===== config.mk =====
export PLATFORM = sky130hd
export DESIGN_NAME = fb_spi_writer
export DESIGN_NICKNAME = d
export VERILOG_FILES = /design/src/rtl/vfd_pkg.sv /design/src/rtl/spi_sync_edge.sv /design/src/rtl/fb_spi_writer.sv
export SDC_FILE = /design/constraint.sdc
export NUM_CORES = 1
export LEC_CHECK = 0
export ABC_AREA = 0
export CAP_MARGIN = 20
export CORE_ASPECT_RATIO = 1.5
export CORE_MARGIN = 10
export CORE_UTILIZATION = 30
export DETAILED_ROUTE_END_ITERATION = 6
export GPL_TIMING_DRIVEN = 0
export PLACE_DENSITY = 0.45
export SKIP_LAST_GASP = 1
export SYNTH_ARGS = -nofsm -noshare
export SYNTH_HDL_FRONTEND = slang
export SYNTH_SLANG_ARGS = --single-unit

===== constraint.sdc =====
create_clock -name CLK -period 2.5 [get_ports CLK]
set_clock_uncertainty 0.15 [all_clocks]
set_input_delay 0.375 -clock CLK [delete_from_list [all_inputs] [get_ports CLK]]
set_output_delay 0.375 -clock CLK [all_outputs]
set_load 0.01 [all_outputs]

===== src/rtl/vfd_pkg.sv =====
// rtl/vfd_pkg.sv - shared VFD frame geometry, host command codes and writer FSM states
package vfd_pkg;

   localparam int VFD_COLS      = 77;
   localparam int VFD_ROWS      = 39;
   localparam int VFD_MEM_DEPTH = VFD_COLS * VFD_ROWS;

   localparam logic [7:0] CMD_WRITE_FRAME = 8'h01;
   localparam logic [7:0] CMD_WRITE_AT    = 8'h02;
   localparam logic [7:0] CMD_CLEAR       = 8'h03;

   typedef enum logic [2:0] {
      IDLE,
      CMD,
      ADDR_HI,
      ADDR_LO,
      DATA,
      CLEAR,
      DRAIN
   } fsm_state_t;

endpackage


===== src/rtl/spi_sync_edge.sv =====
// rtl/spi_sync_edge.sv - host SPI pin synchronizers, SCS/SSCK edge detect and byte assembly
module spi_sync_edge #(
   parameter int SYNC_STAGES = 2
) (
   input  logic       clk,
   input  logic       rst,
   input  logic       ssi,
   input  logic       ssck,
   input  logic       scs,
   output logic       scs_level,
   output logic       scs_rise,
   output logic       scs_fall,
   output logic       byte_rdy,
   output logic [7:0] byte_data
);

   logic [SYNC_STAGES-1:0] ssi_sync;
   logic [SYNC_STAGES-1:0] ssck_sync;
   logic [SYNC_STAGES-1:0] scs_sync;
   logic                   ssck_prev;
   logic                   scs_prev;
   logic [2:0]             bit_cnt;
   logic [7:0]             shift_q;
   logic                   ssi_s;
   logic                   ssck_s;
   logic                   ssck_rise;

   assign ssi_s     = ssi_sync[SYNC_STAGES-1];
   assign ssck_s    = ssck_sync[SYNC_STAGES-1];
   assign scs_level = scs_sync[SYNC_STAGES-1];
   assign ssck_rise = ssck_s & ~ssck_prev;
   assign scs_rise  = scs_level & ~scs_prev;
   assign scs_fall  = ~scs_level & scs_prev;

   always_ff @(posedge clk) begin
      if (rst) begin
         ssi_sync  <= '0;
         ssck_sync <= '0;
         scs_sync  <= '1;
         ssck_prev <= 1'b0;
         scs_prev  <= 1'b1;
         bit_cnt   <= 3'd0;
         shift_q   <= 8'h00;
         byte_rdy  <= 1'b0;
         byte_data <= 8'h00;
      end else begin
         ssi_sync  <= SYNC_STAGES'({ssi_sync, ssi});
         ssck_sync <= SYNC_STAGES'({ssck_sync, ssck});
         scs_sync  <= SYNC_STAGES'({scs_sync, scs});
         ssck_prev <= ssck_s;
         scs_prev  <= scs_level;
         byte_rdy  <= 1'b0;
         // A deselected bus holds the counter at zero, dropping any partial byte.
         if (scs_level) begin
            bit_cnt <= 3'd0;
         end else if (ssck_rise) begin
            shift_q <= {shift_q[6:0], ssi_s};
            bit_cnt <= bit_cnt + 3'd1;
            if (bit_cnt == 3'd7) begin
               byte_rdy  <= 1'b1;
               byte_data <= {shift_q[6:0], ssi_s};
            end
         end
      end
   end

endmodule


===== src/rtl/fb_spi_writer.sv =====
// rtl/fb_spi_writer.sv - host SPI command decoder writing bytes into the VFD frame RAM
module fb_spi_writer
   import vfd_pkg::*;
#(
   parameter int MEM_DEPTH   = VFD_MEM_DEPTH,
   parameter int SYNC_STAGES = 2
) (
   input  logic        CLK,
   input  logic        RST,
   input  logic        SSI,
   input  logic        SSCK,
   input  logic        SCS,
   output logic        WR_EN,
   output logic [11:0] WR_ADDR,
   output logic [7:0]  WR_DATA,
   output logic        BUSY,
   output logic        FRAME_DONE,
   output logic        ERR
);

   localparam logic [11:0] DEPTH = 12'(MEM_DEPTH);

   logic        scs_level;
   logic        scs_rise;
   logic        scs_fall;
   logic        byte_rdy;
   logic [7:0]  byte_data;

   fsm_state_t  state_q, state_d;
   logic [11:0] addr_q, addr_d;
   logic        frame_q, frame_d;
   logic        wr_en_d;
   logic [11:0] wr_addr_d;
   logic [7:0]  wr_data_d;
   logic        busy_d;
   logic        done_d;
   logic        err_d;
   logic [11:0] addr_in;

   spi_sync_edge #(.SYNC_STAGES(SYNC_STAGES)) u_sync (
      .clk       (CLK),
      .rst       (RST),
      .ssi       (SSI),
      .ssck      (SSCK),
      .scs       (SCS),
      .scs_level (scs_level),
      .scs_rise  (scs_rise),
      .scs_fall  (scs_fall),
      .byte_rdy  (byte_rdy),
      .byte_data (byte_data)
   );

   assign addr_in = {addr_q[11:8], byte_data};

   always_ff @(posedge CLK) begin
      if (RST) begin
         state_q    <= IDLE;
         addr_q     <= 12'd0;
         frame_q    <= 1'b0;
         WR_EN      <= 1'b0;
         WR_ADDR    <= 12'd0;
         WR_DATA    <= 8'h00;
         BUSY       <= 1'b0;
         FRAME_DONE <= 1'b0;
         ERR        <= 1'b0;
      end else begin
         state_q    <= state_d;
         addr_q     <= addr_d;
         frame_q    <= frame_d;
         WR_EN      <= wr_en_d;
         WR_ADDR    <= wr_addr_d;
         WR_DATA    <= wr_data_d;
         BUSY       <= busy_d;
         FRAME_DONE <= done_d;
         ERR        <= err_d;
      end
   end

   always_comb begin
      state_d   = state_q;
      addr_d    = addr_q;
      frame_d   = frame_q;
      wr_en_d   = 1'b0;
      wr_addr_d = WR_ADDR;
      wr_data_d = WR_DATA;
      busy_d    = 1'b0;
      done_d    = 1'b0;
      err_d     = 1'b0;

      case (state_q)
         IDLE: begin
            if (scs_fall) state_d = CMD;
         end
         CMD: begin
            if (byte_rdy) begin
               case (byte_data)
                  CMD_WRITE_FRAME: begin
                     addr_d  = 12'd0;
                     frame_d = 1'b1;
                     state_d = DATA;
                  end
                  CMD_WRITE_AT: state_d = ADDR_HI;
                  CMD_CLEAR: begin
                     addr_d  = 12'd0;
                     state_d = CLEAR;
                  end
                  default: begin
                     err_d   = 1'b1;
                     state_d = DRAIN;
                  end
               endcase
            end
         end
         ADDR_HI: begin
            if (byte_rdy) begin
               addr_d  = {byte_data[3:0], addr_q[7:0]};
               state_d = ADDR_LO;
            end
         end
         ADDR_LO: begin
            if (byte_rdy) begin
               if (addr_in >= DEPTH) begin
                  err_d   = 1'b1;
                  state_d = DRAIN;
               end else begin
                  addr_d  = addr_in;
                  frame_d = 1'b0;
                  state_d = DATA;
               end
            end
         end
         DATA: begin
            if (byte_rdy) begin
               if (addr_q == DEPTH) begin
                  err_d   = 1'b1;
                  state_d = DRAIN;
               end else begin
                  wr_en_d   = 1'b1;
                  wr_addr_d = addr_q;
                  wr_data_d = byte_data;
                  addr_d    = addr_q + 12'd1;
               end
            end
            // addr_d already counts a byte landing in this same cycle.
            if (scs_rise && frame_q && state_d == DATA && addr_d == DEPTH) done_d = 1'b1;
         end
         CLEAR: begin
            wr_en_d   = 1'b1;
            wr_addr_d = addr_q;
            wr_data_d = 8'h00;
            busy_d    = 1'b1;
            addr_d    = addr_q + 12'd1;
            if (byte_rdy) err_d = 1'b1;
            // The deassert edge may have passed during the fill, so test the level.
            if (addr_q == DEPTH - 12'd1) state_d = scs_level ? IDLE : DRAIN;
         end
         DRAIN: ;
         default: state_d = IDLE;
      endcase

      if (scs_rise && state_q != CLEAR) state_d = IDLE;
   end

endmodule

==> results.cfg <==
[clock_tree]
ctsRootBufferMaster = clkbuf_16
clkLatencyLatePin_ns = 0.33
h-tree-depth = 3
path_clk_slew_ns = 0.06
cts_buffers = 9
cts_tree = built
clockBufferDepth = 2
clock-sinks = 67

[synthesis]
netlist_area_um2 = 3460
synthArstFlopShare_pct = 0
ys_ff_latch = 67
synth-simple-area-share_pct = 25.3
synth-compound-area-share_pct = 23.1
synth-edff-count = 0
synth_top_family_by_area = simple AND/OR/NAND/NOR gates
netlist_instances = 418
synth_ff_type = dfxtp_1
synth.yosys.warnings = 0
avgSynthCellArea_um2 = 8.27
synth_cell_types = 63
synth_nets = 427
synth_xor_area_share_pct = 2.03
muxShareOfSynthArea_pct = 3.47
ys_seq_area_share_pct = 38.8
synth_fa_ha_area_share_pct = 1.45

[timing]
setup_viol_count_final = 0
slew_viol_final = 0
relSlewSlack_pct = 56.9
fin_crit_sh_pct = 96.6
grt_setup_unrepaired = false
fmax_ghz = 0.414
final.setup.worst_slack_ns = 0.0857
hold_viol = 0
tightest_slew_ns = 0.647
min_period_ns = 2.41

[critical_path]
arrival_ns = 2.54
start_kind = flop
crit_path_end_kind = flop
reg2reg_to = FRAME_DONE
slowest_stage = or4_1
cp_max_fo = 9
cp-startpoint = addr_q[1]
critical_path_required_ns = 2.63
worstPathCellList = ha_1 > clkbuf_4 > and3_4 > buf_6 > nand3_2 > xnor2_1 > or4_1 > a221oi_2 > and4b_1
reg2reg_slack_ns = 0.09
timing.rr.start = addr_q[1]
path_class = flop to flop
endpoint = FRAME_DONE
max_stage_delay_ns = 0.44
worst-r2r-cell-count = 9

[global_routing]
globalRouteTotalUtil_pct = 14.0
grt_first_pass_wirelength_um = 17800
overflow = 0
antenna_found_initial = 0
met1_usage_pct = 15.5
grt_pass1_vias = 3249
met2_usage_pct = 24.8
grt_max_degree = 14
grt_use_met3_pct = 2.50
grt-busiest-layer = met2

[floorplan]
core-area_um2 = 11400
io_pins = 29
start_util_pct = 30.3
die_h_um = 151
die_x_um = 108
die_area_um2 = 16300
num_rows = 48

[drt]
wl_um = 11200
wl_per_cell_um = 18.2
dr.pass1.iters = 7
drt_iter0_drc = 309
antenna_left = 0
drc = 0
via_per_inst = 5.33
vias = 3275

[placed_design]
place_congestion = 0.874
placed_area_um2 = 3930
dp_slack_ns = -0.200
hpwl_um = 8330
io_buffers = 28

[layout]
seq_area_um2 = 1350
antennaDiodeCount = 0
fin_nets = 469
syn2layout_area_growth_pct = 24.0
multi_input_area_um2 = 1920
nFillCells = 1221
final_area_um2 = 4290
drive_gt1_share_pct = 12.0

[min_path]
hold_path.class = flop to flop

[power]
vdd_ir_drop_max_mv = 0.421
p_per_area_nw_per_um2 = 755
leakage_nw = 1.49

[job]
max_cap_viol_count = 0

[status]
status = complete, no violations
==> worst max-delay path, delay by kind of cell, from the launching register on <==
kind,cells,cell delay [ns]
xor gates and xnor gates,1,0.15
AOI/OAI and AO/OA,1,0.22
adders and majority gates,1,0.16
and+or+nand+nor,4,0.95
DFF,1,0.41
buffers and inverters,2,0.32
==> logic make-up after synthesis <==
kind of cell             after synthesis
buffers and inverters                 44
XOR/XNOR                               8
multiplexers                          12
flip-flops                            67
adder cells (fa/ha/maj)                4
AND/OR/NAND/NOR                      169
AO/OA/AOI/OAI                        114
==> metrics by stage <==
step           setup TNS (ns)  hold slack [ns]  util (%)  instances  total power, mW
2_1_floorplan               0            0.239         -        418             1.65
3_3_place_gp            -2.61            0.252      34.4        596             1.85
3_5_place_dp            -2.63            0.248      34.4        596             1.85
4_1_cts                     0            0.261      37.5        615             3.25
5_1_grt                     0            0.281      37.6        615             3.38
6_report                    0            0.259      37.6        615             3.24
==> repair_timing <==
item	4_1_cts	5_1_grt
cloned	0	0
resized for setup	2	4
buffers inserted	3	0
pin swaps	2	0
hold buffers	0	0
setup endpoints to repair	23	14
==> where the power goes <==
part	switching, mW	internal, mW	leakage [nW]
combinational	0.478	0.236	0.784
sequential	0.0337	1.10	0.543
clock	0.512	0.880	0.160
total	1.02	2.21	1.49
==> per-layer routing <==
layer  wire (um)  vias up  share of wire (%)
met5           0        -                  0
met4         377        0                3.4
met3         440       24                3.9
met2        5790       99                 52
met1        4590     1555                 41
li1            -     1597                  -
==> registers in the layout, indices dropped and copies added (netlist names) <==
register,count
WR_ADDR,12
addr_q,12
WR_DATA,8
u_sync.byte_data,8
u_sync.shift_q,7
state_q,3
u_sync.bit_cnt,3
u_sync.scs_sync,2
u_sync.ssck_sync,2
u_sync.ssi_sync,2
BUSY,1
ERR,1
FRAME_DONE,1
WR_EN,1
frame_q,1
u_sync.byte_rdy,1
u_sync.scs_prev,1
u_sync.ssck_prev,1
==> synthesized netlist by cell type, types with 4 or more instances <==
cell type  number  area, um^2
dfxtp_1        67        1340
nand2_1        65         244
a21oi_1        39         195
nor2_1         33         124
clkbuf_1       14        52.6
a22oi_1        13        97.6
inv_1          13        48.8
buf_2          12        60.1
mux2i_1        12         120
o21ai_0        10        50.1
nor2b_1         9        56.3
o32ai_1         9        78.8
nand3b_1        8        60.1
nand3_1         6        30.0
or3_1           6        37.5
and2_1          5        31.3
nand4_1         5        31.3
nor4_1          5        31.3
o21ai_1         5        25.0
xnor2_1         5        43.8
a31oi_1         4        25.0
ha_1            4        50.1
nor3_1          4        20.0
or2_2           4        25.0
==> cell type report <==
type	count	share of cell area, %
repair buffers	31	7.06
multi-input cells	307	44.7
clock buffers	9	5.25
inverters	13	1.14
clock inverters	7	2.33
plain buffers	31	3.65
flip-flops and latches	67	31.5
well taps	150	4.38
==> worst min-delay path by stage <==
stage | depth (start not counted) | startpoint | slack [ns] | endpoint
after detailed placement | 1 | u_sync.scs_sync[0] | 0.25 | u_sync.scs_sync[1]
after global routing | 1 | u_sync.scs_sync[0] | 0.28 | u_sync.scs_sync[1]
after CTS | 1 | u_sync.scs_sync[0] | 0.26 | u_sync.scs_sync[1]
after global placement | 1 | u_sync.scs_sync[0] | 0.25 | u_sync.scs_sync[1]
final | 1 | u_sync.scs_sync[0] | 0.26 | u_sync.scs_sync[1]
after floorplan | 1 | u_sync.scs_sync[0] | 0.24 | u_sync.scs_sync[1]
==> cells in the final DEF (no fill, tap or decap), types with 4 or more instances in the layout <==
cell type and instances:
nand4_1 5, nor3_1 4, a22oi_1 13, nor4_1 5
ha_1 4, a31oi_1 4, or2_2 4, clkbuf_16 9
o21ai_0 10, nand3_1 6, nand3b_1 8, inv_1 13
and2_1 5, dfxtp_1 65, xnor2_1 5, or3_1 6
clkdlybuf4s50_1 28, o21ai_1 5, nor2b_1 9, nand2_1 65
nor2_1 33, o32ai_1 9, buf_2 11, clkbuf_1 14
a21oi_1 39, mux2i_1 12
Power figures use the tool's default switching activity.
==> variant: new RTL, config.mk and constraints unchanged <==
`SYNC_STAGES` is set to 2 in 2 places; all go to 4.
--- a/src/rtl/spi_sync_edge.sv
+++ b/src/rtl/spi_sync_edge.sv
@@ -1,6 +1,6 @@
 // rtl/spi_sync_edge.sv - host SPI pin synchronizers, SCS/SSCK edge detect and byte assembly
 module spi_sync_edge #(
-   parameter int SYNC_STAGES = 2
+   parameter int SYNC_STAGES = 4
 ) (
    input  logic       clk,
    input  logic       rst,
--- a/src/rtl/fb_spi_writer.sv
+++ b/src/rtl/fb_spi_writer.sv
@@ -3,7 +3,7 @@
    import vfd_pkg::*;
 #(
    parameter int MEM_DEPTH   = VFD_MEM_DEPTH,
-   parameter int SYNC_STAGES = 2
+   parameter int SYNC_STAGES = 4
 ) (
    input  logic        CLK,
    input  logic        RST,
Function: no difference found for any inputs over 10 cycles, from zero or initial values and one cycle with RST high; that may be too few to reach the edited logic, so the function may still have changed.
==> variant against the unedited design <==
  * Setup slack lost 0.024 ns
  * Wire length grew 6.7%
  * Sequential cell count grew 6
  * Synthesized area grew 9.8%
  * Maximum frequency shrank 0.97%
  * Cell area grew 7.9%
  * Die area grew 8.2%
  * Count of clock-buffer cells in the layout grew 3
Power is not compared: it rests on default switching activity, and its combinational part moved more than twofold at a synthesized area within 25%.
==> variant: results <==
[run_status]
status = completed

[grt]
grt_max_degree = 13
grt_pass1_wl_um = 18800

[placed_design]
place_area_um2 = 4270
dp_hpwl_um = 8700
dp.cells = 624
place.gp.congestion = 0.912

[route]
dr_wl_met3_um = 535
drt_iter0_markers = 246
route.met2.wl_um = 6060
dr_total_vias = 3462
wl_met1_um = 4960
first_pass_iters = 5
totalWireLength_um = 11900

[synth]
avgSynthCellArea_um2 = 8.62
synthAdderAreaFrac_pct = 1.32
ys_types = 70
syn_area_um2 = 3790
syn_nets = 449
yosys-top-cells-count = dfxtp_1, nor2_1, a21oi_1, nand2_1, nand3_1
ys_seq_area_share_pct = 38.5

[setup_path]
r2r_cells = 7
rr_endpoint = addr_q[1]
crit_fanout = 10
crit_path_start = addr_q[0]
[variant: worst max-delay path, cell delays in order (launching register included)]
cell and delay [ns]:
dfxtp_2 0.46, ha_2 0.28, nand2b_1 0.12, o41a_1 0.50
buf_6 0.17, or3_1 0.30, a32oi_1 0.25, o2bb2ai_1 0.10
[variant: layout make-up]
cell class | instances | area share (%)
Timing Repair Buffer | 33 | 6.87
Sequential cell | 73 | 31.7
Multi-Input combinational cell | 318 | 45.3
Tap cell | 156 | 4.22
Clock inverter | 4 | 1.14
Inverter | 9 | 0.730
Clock buffer | 12 | 5.33
Buffer | 39 | 4.71
[variant: power by group through the flow]
stage	Sequential [mW]	Clock, mW	Combinational, mW
6_report	1.19	1.32	0.331
2_1_floorplan	1.21	0	0.235
3_3_place_gp	1.22	0	0.325
5_1_grt	1.19	1.39	0.363
3_5_place_dp	1.22	0	0.318
4_1_cts	1.19	1.34	0.321
[variant: how the worst min path moves through the flow]
| stage | from | end | slack [ns] | cells past startpoint |
|---|---|---|---|---|
| after floorplan | u_sync.scs_sync[0] | u_sync.scs_sync[1] | 0.24 | 1 |
| after global placement | u_sync.scs_sync[2] | u_sync.scs_sync[3] | 0.24 | 1 |
| after detailed placement | u_sync.scs_sync[1] | u_sync.scs_sync[2] | 0.25 | 1 |
| after CTS | u_sync.scs_sync[1] | u_sync.scs_sync[2] | 0.26 | 1 |
| after global routing | u_sync.scs_sync[1] | u_sync.scs_sync[2] | 0.28 | 1 |
| final | u_sync.scs_sync[2] | u_sync.scs_sync[3] | 0.25 | 1 |
[variant: per-layer routing]
metal	global-route usage (%)	vias up
met5	0	-
met4	6.38	0
met3	2.77	22
met2	23.6	96
met1	15.0	1664
li1	-	1680
